[config.mk]
export PLATFORM = sky130hd
export DESIGN_NAME = add_stream_adapter
export DESIGN_NICKNAME = d
export VERILOG_FILES = /design/src/rtl/add_stream_pkg.sv /design/src/rtl/add_result_fifo.sv /design/src/rtl/add_stream_adapter.sv
export SDC_FILE = /design/constraint.sdc
export NUM_CORES = 1
export LEC_CHECK = 0
export CAP_MARGIN = 0
export CORE_MARGIN = 4
export CORE_UTILIZATION = 49
export CTS_CLUSTER_SIZE = 8
export DETAILED_ROUTE_END_ITERATION = 12
export HOLD_SLACK_MARGIN = 0.02
export PLACE_DENSITY_LB_ADDON = 0.12
export SLEW_MARGIN = 20
export SYNTH_ARGS = -nofsm -noshare
export SYNTH_HDL_FRONTEND = slang
export SYNTH_SLANG_ARGS = --single-unit
[constraint.sdc]
create_clock -name clk -period 5.5 [get_ports clk]
set_input_delay 0.55 -clock clk [delete_from_list [all_inputs] [get_ports clk]]
set_output_delay 0.55 -clock clk [all_outputs]
set_load 0.005 [all_outputs]
[src/rtl/add_stream_pkg.sv]
// Shared constants and types for the valid/ready wrapper around the
// fixed-latency 32-bit pipelined adder.
package add_stream_pkg;

  // Must agree with the adder's pipeline: input register plus output register.
  localparam int ADD_WIDTH   = 32;
  localparam int ADD_LATENCY = 2;

  typedef logic [ADD_WIDTH-1:0] add_word_t;

endpackage

[src/rtl/add_result_fifo.sv]
// Result FIFO for the adder stream adapter. DEPTH need not be a power of
// two; pointers wrap explicitly at DEPTH-1.
module add_result_fifo
  import add_stream_pkg::*;
#(
  parameter int WIDTH = ADD_WIDTH,
  parameter int DEPTH = 4,
  localparam int PTR_W = (DEPTH > 1) ? $clog2(DEPTH) : 1,
  localparam int CNT_W = $clog2(DEPTH + 1)
) (
  input  logic             clk,
  input  logic             rst_n,
  input  logic             push,
  input  logic [WIDTH-1:0] push_data,
  input  logic             pop,
  output logic [WIDTH-1:0] head_data,
  output logic [CNT_W-1:0] count
);

  logic [WIDTH-1:0] mem_q [DEPTH];
  logic [WIDTH-1:0] mem_d [DEPTH];
  logic [PTR_W-1:0] rd_ptr_q, rd_ptr_d;
  logic [PTR_W-1:0] wr_ptr_q, wr_ptr_d;
  logic [CNT_W-1:0] count_q, count_d;
  logic             pop_ok;
  logic             push_ok;

  function automatic logic [PTR_W-1:0] next_ptr(input logic [PTR_W-1:0] ptr);
    if (ptr == PTR_W'(DEPTH - 1)) begin
      return '0;
    end
    return ptr + PTR_W'(1);
  endfunction

  // Qualify the requests: never pop empty, and never overwrite a live entry.
  assign pop_ok  = pop && (count_q != '0);
  assign push_ok = push && ((count_q != CNT_W'(DEPTH)) || pop_ok);

  // Next-state for pointers, occupancy and storage.
  always_comb begin
    rd_ptr_d = rd_ptr_q;
    wr_ptr_d = wr_ptr_q;
    count_d  = count_q;
    mem_d    = mem_q;
    if (push_ok) begin
      mem_d[wr_ptr_q] = push_data;
      wr_ptr_d        = next_ptr(wr_ptr_q);
    end
    if (pop_ok) begin
      rd_ptr_d = next_ptr(rd_ptr_q);
    end
    case ({push_ok, pop_ok})
      2'b10:   count_d = count_q + CNT_W'(1);
      2'b01:   count_d = count_q - CNT_W'(1);
      default: count_d = count_q;
    endcase
  end

  // Control state, cleared asynchronously.
  always_ff @(posedge clk or negedge rst_n) begin
    if (!rst_n) begin
      rd_ptr_q <= '0;
      wr_ptr_q <= '0;
      count_q  <= '0;
    end else begin
      rd_ptr_q <= rd_ptr_d;
      wr_ptr_q <= wr_ptr_d;
      count_q  <= count_d;
    end
  end

  // Storage needs no reset; entries are only visible while counted.
  always_ff @(posedge clk) begin
    mem_q <= mem_d;
  end

  assign head_data = mem_q[rd_ptr_q];
  assign count     = count_q;

  // Credit accounting upstream makes a push into a full, non-popping FIFO impossible.
  assert property (@(posedge clk) disable iff (!rst_n)
                   !(push && !pop_ok && (count_q == CNT_W'(DEPTH))));

endmodule

[src/rtl/add_stream_adapter.sv]
// Valid/ready front- and back-end around the handshake-free pipelined adder.
// Operands pass straight through to the adder; a valid shift register marks
// which adder outputs belong to accepted beats, and a credit check reserves a
// FIFO slot for every beat in flight so backpressure never drops a result.
module add_stream_adapter
  import add_stream_pkg::*;
#(
  parameter int WIDTH   = ADD_WIDTH,
  parameter int LATENCY = ADD_LATENCY,
  parameter int DEPTH   = 4
) (
  input  logic             clk,
  input  logic             rst_n,
  input  logic             in_valid,
  output logic             in_ready,
  input  logic [WIDTH-1:0] in_x,
  input  logic [WIDTH-1:0] in_y,
  output logic [WIDTH-1:0] add_x,
  output logic [WIDTH-1:0] add_y,
  input  logic [WIDTH-1:0] add_out,
  output logic             out_valid,
  input  logic             out_ready,
  output logic [WIDTH-1:0] out_data
);

  localparam int CNT_W = $clog2(DEPTH + 1);
  localparam int SUM_W = $clog2(DEPTH + LATENCY + 1);

  logic [LATENCY-1:0] vld_q, vld_d;
  logic [CNT_W-1:0]   fifo_count;
  logic [SUM_W-1:0]   credit_used;
  logic               accept;
  logic               push;
  logic               pop;

  assign add_x = in_x;
  assign add_y = in_y;

  // Credit from registered state only: entries held plus beats still in the adder.
  // A pop this cycle frees its slot only once the count register updates.
  always_comb begin
    credit_used = SUM_W'(fifo_count);
    for (int i = 0; i < LATENCY; i++) begin
      credit_used = credit_used + SUM_W'(vld_q[i]);
    end
    in_ready = (credit_used < SUM_W'(DEPTH));
  end

  assign accept = in_valid & in_ready;

  // Valid marker travels alongside the beat through the adder pipeline.
  always_comb begin
    vld_d    = '0;
    vld_d[0] = accept;
    for (int i = 1; i < LATENCY; i++) begin
      vld_d[i] = vld_q[i-1];
    end
  end

  // Clearing the markers on reset hides whatever the adder registers still hold.
  always_ff @(posedge clk or negedge rst_n) begin
    if (!rst_n) begin
      vld_q <= '0;
    end else begin
      vld_q <= vld_d;
    end
  end

  assign push      = vld_q[LATENCY-1];
  assign out_valid = (fifo_count != '0);
  assign pop       = out_valid & out_ready;

  add_result_fifo #(
    .WIDTH (WIDTH),
    .DEPTH (DEPTH)
  ) u_fifo (
    .clk       (clk),
    .rst_n     (rst_n),
    .push      (push),
    .push_data (add_out),
    .pop       (pop),
    .head_data (out_data),
    .count     (fifo_count)
  );

endmodule

**Yosys cells after proc, flatten, opt, wreduce, memory -nomap -nowiden**

Cells that the tools add are included.
Widths: inputs -> output; s select.

- Word-level logic and storage cells: 48
- Flip-flop bits (word level): 137
- Input port bits: 100
- Output and inout bits: 98

- Add/sub/neg operators: 6
- Reduce and logical (&&, ||, !) cells: 6
- Order comparisons: 4
- Muxes and demuxes: 15
- Bitwise operators: 4
- Equality and inequality tests: 5

Operators with widths:

| kind | count |
|---|---|
| $bwmux 128 | 1 |
| $mux 32 | 3 |
| $bmux 32 s2 | 1 |
| $demux 32 s2 | 1 |
| $mux 2 | 4 |
| $add 3x1->3 | 2 |
| $eq 2x2->1 const B | 3 |
| $ge 3x3->1 const B | 2 |
| $not 2->3 | 2 |
| $pmux 3 s2 | 1 |
| $add 2x1->2 const B | 2 |
| $mux 1 | 4 |
| $add 3x1->3 const B | 1 |
| $logic_and 1x1->1 | 3 |
| $lt 3x1->1 const B | 1 |
| $lt 3x3->1 const B | 1 |
| $ne 3x3->1 const B | 1 |
| $reduce_bool 3->1 | 1 |
| $sub 3x1->3 const B | 1 |
| $and 1x1->1 | 2 |
| $eq 2x1->1 const B | 1 |
| $reduce_bool 2->1 | 1 |
| $logic_or 1x1->1 | 1 |

**Logic depth before layout (Yosys ltp)**

Gate-level depths: netlist (run 1).

- Depth after elaboration: 7
- Mapped depth: 9
- Depth with buffers taken out: 9

**Cells and area by module**

A second synthesis (run 1) with hierarchy kept.

- Cells, all modules: 283
- Area, all modules: 5675.4 µm²

Modules (own cells, without submodules):

| module | instances | seq. area each (µm²) | area each (µm²) | cells each |
|---|---|---|---|---|
| add_result_fifo | 1 | 4018.9 | 5066.1 | 207 |
| add_stream_adapter | 1 | 50.0 | 609.3 | 76 |

**Worst setup path before layout (run 1)**

No wires, ideal clock.

- Path type: input to register
- Start point: in out_ready
- End point: reg u_fifo.count_q[2] (netlist: u_fifo.count[2])
- Cell stages on the path: 8
- Setup time: 0.080 ns
- Arrival time: 1.937 ns
- Data required time: 5.420 ns
- Path slack: 3.483 ns
- Buffers on the path: 0
- Path through: o41a_4 inv_1 ha_1 inv_1 fa_1 xor2_1 nor2_1 xnor2_1

- Longest elaborated chain between the ends: 6
- Elaborated cells between the ends (all ways): 8
- Those cells by class: eq/ne (2); mux (1); bitwise (1); reduce/logical (4)

Ends and longest elaborated chain:

| item | RTL line | text |
|---|---|---|
| from (decl) | add_stream_adapter.sv:22 | `input logic out_ready,` |
| $and 1x1->1 (*) | add_stream_adapter.sv:71 | `assign pop = out_valid & out_ready;` |
| $logic_and 1x1->1 (*) | add_result_fifo.sv:36 | `assign pop_ok = pop && (count_q != '0);` |
| $logic_or 1x1->1 | add_result_fifo.sv:37 | `assign push_ok = push && ((count_q != CNT_W'(DEPTH)) \|\| pop_ok);` |
| $logic_and 1x1->1 | add_result_fifo.sv:37 |  |
| $eq 2x1->1 / $eq 2x2->1 (equally long branches) | add_result_fifo.sv:52 | `case ({push_ok, pop_ok})` |
| $pmux 3 s2 / $reduce_bool 2->1 (equally long branches) | - |  |
| to (signal assigned) | add_result_fifo.sv:68 | `count_q <= count_d;` |
| to (decl) | add_result_fifo.sv:24 | `logic [CNT_W-1:0] count_q, count_d;` |

Every way passes the cells marked *; elsewhere a longest branch is shown, timed or not.
A chain may end at the register's enable or synchronous reset.

**Final worst setup path (run 1)**

- Start point: reg u_fifo.rd_ptr_q[0]
- End point: out out_data[18]

- Longest elaborated chain between the ends: 4

Ends and longest elaborated chain:

| item | RTL line | text |
|---|---|---|
| from (decl) | add_result_fifo.sv:22 | `logic [PTR_W-1:0] rd_ptr_q, rd_ptr_d;` |
| from (signal assigned) | add_result_fifo.sv:66 | `rd_ptr_q <= rd_ptr_d;` |
| $not 2->3 (not written as such) | add_result_fifo.sv:77 | `assign head_data = mem_q[rd_ptr_q];` |
| $bmux 32 s2 | add_result_fifo.sv:77 |  |
| $mux 32 (not written as such) (2 in series) | add_result_fifo.sv:77 |  |
| to (decl) | add_stream_adapter.sv:23 | `output logic [WIDTH-1:0] out_data` |

No other way between the ends. The select of a mux whose other input is x is not followed.

==> results of run 1 <==
[sequential cells by signal (all words and copies together), names as in the netlist]
signal and cells:
u_fifo.mem_q 128, u_fifo.count 3, u_fifo.rd_ptr_q 2, u_fifo.wr_ptr_q 2, vld_q 2
[worst paths after layout]
check / startpoint / endpoint / slack (ps)
worst max register to register: u_fifo.count[1]$_DFFE_PN0P_ / u_fifo.count[2]$_DFFE_PN0P_ / 3340
worst min-delay path: vld_q[0]$_DFF_PN0_ / vld_q[1]$_DFF_PN0_ / 410
min in group asynchronous: rst_n / u_fifo.rd_ptr_q[1]$_DFFE_PN0P_ / 450
max in group asynchronous: rst_n / u_fifo.rd_ptr_q[0]$_DFFE_PN0P_ / 4730
worst max-delay path: u_fifo.rd_ptr_q[0]$_DFFE_PN0P_ / out_data[18] / 2300
worst min register to register: vld_q[0]$_DFF_PN0_ / vld_q[1]$_DFF_PN0_ / 410
[metal layers]
| layer | routed length (um) | vias to the layer above | part of all wire, % | GRT usage (%) |
|---|---|---|---|---|
| met1 | 4030 | 1243 | 42 | 19.1 |
| met2 | 4620 | 110 | 48 | 23.9 |
| li1 | - | 1065 | - | - |
| met4 | 164 | 0 | 1.7 | 6.81 |
| met3 | 799 | 30 | 8.3 | 7.53 |
| met5 | 0 | - | 0 | 0 |
[where the power goes]
group / internal (W) / leakage [nW] / switching (W)
clock network: 0.000712 / 0.281 / 0.000425
registers: 0.00136 / 1.27 / 0.000152
logic: 0.000615 / 0.664 / 0.000372
[metrics by stage]
stage / cell area [sq um] / power [W] / std cells / setup slack [ps] / utilization (%)
finish: 6610 / 0.00363 / 451 / 2300 / 59.6
global route: 6610 / 0.00382 / 451 / 2080 / 59.6
CTS: 6610 / 0.00369 / 451 / 2190 / 59.6
detailed placement: 6000 / 0.00255 / 419 / 2650 / 54.2
global placement: 6000 / 0.00252 / 419 / 2660 / 54.2
floorplan: 5650 / 0.00208 / 281 / 3480 / -
[synth_stat cells]
cell / count
or3_1: 1
and2_1: 5
and2b_1: 1
nor2_1: 3
edfxtp_1: 128
nand2_1: 2
clkbuf_1: 2
a21o_1: 1
nand3_1: 1
a32oi_1: 1
mux2_4: 2
inv_2: 1
buf_4: 67
mux4_2: 32
xnor2_1: 2
mux2i_1: 1
buf_2: 3
dfrtp_1: 9
xor2_1: 1
fa_1: 1
ha_1: 7
mux2_2: 2
inv_1: 7
o41a_4: 1
[cells by family after synthesis]
group	after synthesis	synth area share, %
flip-flops	137	72.0
adder cells (fa/ha/maj)	8	1.91
multiplexers	37	13.9
buffers and inverters	80	9.84
AO/OA/AOI/OAI	3	0.665
AND/OR/NAND/NOR	13	1.22
XOR/XNOR	3	0.465
[layout make-up]
type	instances	share of cell area [%]
clock buffer	17	6.44
tap	140	2.65
multi-input combinational	64	15.6
clock inverter	15	2.69
timing repair buffer	70	10.6
inverter	8	0.455
sequential	137	61.6
[placed cells by master, fill, tap and decap left out]
| cell type | instances |
|---|---|
| a21o_1 | 1 |
| a32oi_1 | 1 |
| and2_1 | 1 |
| and2_2 | 4 |
| and2b_1 | 1 |
| buf_4 | 1 |
| bufinv_16 | 3 |
| clkbuf_16 | 17 |
| clkdlybuf4s50_1 | 69 |
| clkinv_2 | 3 |
| clkinv_4 | 3 |
| clkinvlp_4 | 5 |
| dfrtp_1 | 7 |
| dfrtp_2 | 2 |
| edfxtp_1 | 128 |
| fa_1 | 1 |
| ha_1 | 7 |
| inv_1 | 7 |
| inv_2 | 1 |
| inv_6 | 1 |
| mux2_2 | 2 |
| mux2_4 | 2 |
| mux2i_1 | 1 |
| mux4_2 | 32 |
| nand2_1 | 2 |
| nand3_1 | 1 |
| nor2_1 | 3 |
| o41a_4 | 1 |
| or3_1 | 1 |
| xnor2_1 | 2 |
| xor2_1 | 1 |
==> flow_metrics.py, run 1 <==
metrics = {
    "sta": {
        "slew_violations": 0,
        "rsz0062_at_grt": "no",
        "worst_pin_slew_ps": 908,
        "timing.final.hold_violations": 0,
        "skew_ps": 6.23,
        "setup_viol": 0,
        "max_freq_mhz": 313,
        "relSlewSlack_pct": 39.5,
        "finalCritPeriodShare_pct": 58.1,
        "tns_ps": 0,
        "hold_slack_ps": 412,
        "timing.final.crit_period_ps": 3200,
    },
    "synthesis": {
        "synth.avg_cell_area_sq_um": 20.1,
        "synth.top_cells.by_area": "edfxtp_1 (68%), mux4_2 (13%), buf_4 (8.9%), dfrtp_1 (4.0%), ha_1 (1.6%)",
        "synth_nets": 389,
        "yosys_warnings": 0,
        "ys_seq_area_share_pct": 72.0,
        "synthCells": 281,
        "synth_top_area_share_pct": 68.1,
        "synth_top_area_cell": "edfxtp_1",
        "synth_seq_cells": 137,
        "synth.distinct_cells": 24,
        "synth_area_sq_um": 5650,
    },
    "detailed_routing": {
        "drc": 0,
        "first_pass_iters": 4,
        "drt-initial-drc-count": 151,
        "antenna_left": 0,
        "routedWlPerCell_um": 21.3,
        "vias_per_cell": 5.43,
        "vias": 2448,
        "postRouteWirelength_um": 9610,
    },
    "run": {
        "drv_cap": 0,
    },
    "global_routing": {
        "grt_max_degree": 35,
        "grt_pass1_wl_um": 15100,
        "antenna_found_initial": 0,
        "grt_usage_pct": 15.6,
        "grt_pass1_vias": 2744,
        "grt.overflow.total": 0,
    },
    "floorplan": {
        "fp.coreArea_sq_um": 11100,
        "rows": 38,
        "die_area_sq_um": 13300,
        "top_level_ports": 198,
        "initial_utilization_pct": 51.0,
        "die_h_um": 115,
        "die_x_um": 115,
    },
    "final_layout": {
        "drive_gt1_share_pct": 24.8,
        "area_growth_pct": 17.0,
        "fillerInstances": 840,
        "multi_input_area_sq_um": 1030,
        "antennaDiodeCount": 0,
        "seq_area_sq_um": 4070,
        "fin_nets": 406,
    },
    "clock_network": {
        "numCtsBuffers": 17,
        "postCtsResizedCells": 0,
        "cts_buffer_depth": 2,
        "clkSinkCount": 137,
        "cts_hold_buf": 0,
        "clk_pin_slew_ps": 60,
        "worstSkewPairLatency_ps": 410,
        "cts_root_buf": "clkbuf_16",
        "h-tree-depth": 4,
        "postCtsSetupRepairBufs": 0,
        "cts_tree": "built",
    },
    "pwr": {
        "p_leak_nw": 2.21,
        "power_density_nw_per_um2": 550,
        "ir_drop_uv": 301,
    },
    "critical_path": {
        "worstPathCellList": "buf_4 > mux4_2 > clkdlybuf4s50_1",
        "worstSetupPathDepth": 3,
        "end_kind": "primary output",
        "critical_path_class": "register to primary output",
        "cpPeakStageDelay_ps": 720,
        "required_ps": 4950,
        "startpoint_type": "register",
        "rr_worst_depth": 8,
        "arrival_ps": 2650,
        "crit_family": "buffers and inverters",
        "crit_fanout": 19,
        "cp_num_buf_inv": 2,
        "cp_slowest_cell": "dfrtp_2",
    },
    "placement": {
        "gp_congestion": 0.722,
        "numPortBuffers": 69,
        "hpwl_um": 5840,
    },
    "worst_hold_path": {
        "min_path_cells": 0,
        "hp-class": "register to register",
    },
    "status": {
        "status": "finished clean",
    },
}
(Power assumes the default switching activity.)
==> run 2, diff against run 1 <==
- CORE_UTILIZATION: 49 -> 41
- clock period: 5.5 -> 2.64 ns (I/O delays scaled with it)
==> run 2 against run 1 <==
- clock skew about the same
- count of clock-buffer cells in the layout up 7
- first-iteration DRC count down 20%
- largest power group unchanged
- core utilization down 9.4 points
- power up 110%
==> flow_metrics.py, run 2 (same netlist as run 1, synthesis figures left out) <==
metrics = {
    "status": {
        "status": "finished clean",
    },
    "final_layout": {
        "fin_cells": 489,
        "drive_gt1_share_pct": 24.3,
        "fin_nets": 408,
        "seq_area_sq_um": 4070,
        "layout_common_cells": "edfxtp_1 (128), clkdlybuf4s50_1 (69), mux4_2 (32), clkbuf_16 (17)",
        "multi_input_area_sq_um": 1030,
        "postLayoutCellArea_sq_um": 6700,
        "antennaDiodeCount": 0,
        "fillerInstances": 1106,
        "area_growth_pct": 18.6,
        "largest_register": "u_fifo.mem_q",
        "final_common_cell": "edfxtp_1",
        "largest_reg_flops": 128,
    },
    "critical_path": {
        "crit_fanout": 21,
        "startpoint_type": "register",
        "arrival_ps": 2240,
        "required_ps": 2380,
        "end_kind": "primary output",
        "critical_path_class": "register to primary output",
    },
    "sta": {
        "timing.final.hold_violations": 0,
        "tns_ps": 0,
        "timing.final.crit_period_ps": 2500,
        "skew_ps": 6.21,
        "max_freq_mhz": 399,
        "setup_viol": 0,
        "finalCritPeriodShare_pct": 94.9,
        "slew_violations": 0,
        "rsz0062_at_grt": "no",
        "relSlewSlack_pct": 38.2,
        "worst_pin_slew_ps": 927,
    },
    "global_routing": {
        "grt_max_degree": 33,
        "grt_usage_pct": 12.7,
        "antenna_found_initial": 0,
        "grt_pass1_wl_um": 14800,
        "grt.overflow.total": 0,
        "grt_pass1_vias": 2665,
    },
    "detailed_routing": {
        "vias": 2414,
        "drt-initial-drc-count": 121,
        "first_pass_iters": 5,
        "postRouteWirelength_um": 9490,
        "drc": 0,
        "antenna_left": 0,
        "routedWlPerCell_um": 19.4,
        "vias_per_cell": 4.94,
    },
    "pwr": {
        "power_density_nw_per_um2": 1140,
        "p_leak_nw": 2.25,
        "ir_drop_uv": 894,
    },
    "placement": {
        "numPortBuffers": 69,
        "gp_congestion": 0.691,
        "dp_cells": 457,
        "postPlaceCellArea_sq_um": 6090,
        "hpwl_um": 5620,
    },
    "clock_network": {
        "h-tree-depth": 4,
        "postCtsResizedCells": 1,
        "clk_pin_slew_ps": 60,
        "clkSinkCount": 137,
        "numCtsBuffers": 17,
        "worstSkewPairLatency_ps": 410,
        "cts_tree": "built",
        "postCtsSetupRepairBufs": 0,
        "cts_hold_buf": 0,
        "cts_buffer_depth": 2,
        "cts_root_buf": "clkbuf_16",
    },
    "floorplan": {
        "rows": 42,
        "fp.coreArea_sq_um": 13300,
        "die_h_um": 125,
        "die_x_um": 125,
        "top_level_ports": 198,
        "die_area_sq_um": 15700,
        "initial_utilization_pct": 42.3,
    },
    "run": {
        "drv_cap": 0,
    },
    "worst_hold_path": {
        "hp-class": "input port to asynchronous set/reset pin",
    },
}
[run 2: cell types whose count changed in the layout (fill, tap and decap cells not counted)]
cell / before / now
dfrtp_2: 2 / 1
dfrtp_4: 0 / 1
clkbuf_8: 0 / 4
clkinv_2: 3 / 4
inv_6: 1 / 0
clkinv_4: 3 / 0
buf_12: 0 / 2
clkbuf_1: 0 / 3
clkinvlp_4: 5 / 1
[run 2: path summary, 6_finish.rpt]
check                                          startpoint                             end  slack [ps]  cells past startpoint
hold / removal                                      rst_n  u_fifo.wr_ptr_q[1]$_DFFE_PN0P_         170                      1
max in group asynchronous                           rst_n  u_fifo.rd_ptr_q[0]$_DFFE_PN0P_        2110                      1
setup reg to reg              u_fifo.count[1]$_DFFE_PN0P_     u_fifo.count[2]$_DFFE_PN0P_         490                      8
setup / recovery           u_fifo.rd_ptr_q[0]$_DFFE_PN0P_                    out_data[16]         140                      3
hold reg to reg                        vld_q[0]$_DFF_PN0_              vld_q[1]$_DFF_PN0_         420                      0
min in group clk                       vld_q[0]$_DFF_PN0_              vld_q[1]$_DFF_PN0_         420                      0
[run 2: layout make-up]
type | count | share of cell area [%]
timing repair buffer | 72 | 11.0
sequential | 137 | 60.8
clock buffer | 24 | 7.34
inverter | 8 | 0.448
multi-input combinational | 64 | 15.4
clock inverter | 8 | 1.76
tap | 176 | 3.29
[run 2: report_power, final]
group          internal [W]  total, W  switching, W
clock network       0.00158   0.00238      0.000805
registers           0.00283   0.00305      0.000221
logic               0.00133   0.00219      0.000857
total               0.00574   0.00763       0.00188
[run 2: metal layers]
layer  global-route usage, %  vias up  wire length [um]
met3                    4.69       44               559
met2                    20.0       75              4670
met5                       0        -                 0
li1                        -     1065                 -
met4                    7.21        0               310
met1                    15.2     1230              3950
[run 2: worst max-delay path: stages, from the launching register on]
cell and delay (ps):
dfrtp_4 570, buf_12 240, mux4_2 530, clkdlybuf4s50_1 470
[run 2: stage by stage]
step	hold slack [ps]	setup slack [ps]	utilization, %	power [W]
final	174	135	50.2	0.00763
after global routing	194	10.3	50.2	0.00805
after CTS	172	53.6	50.2	0.00778
after detailed placement	419	369	45.6	0.00537
after global placement	407	426	45.6	0.00535
after floorplan	-31.6	624	-	0.00433
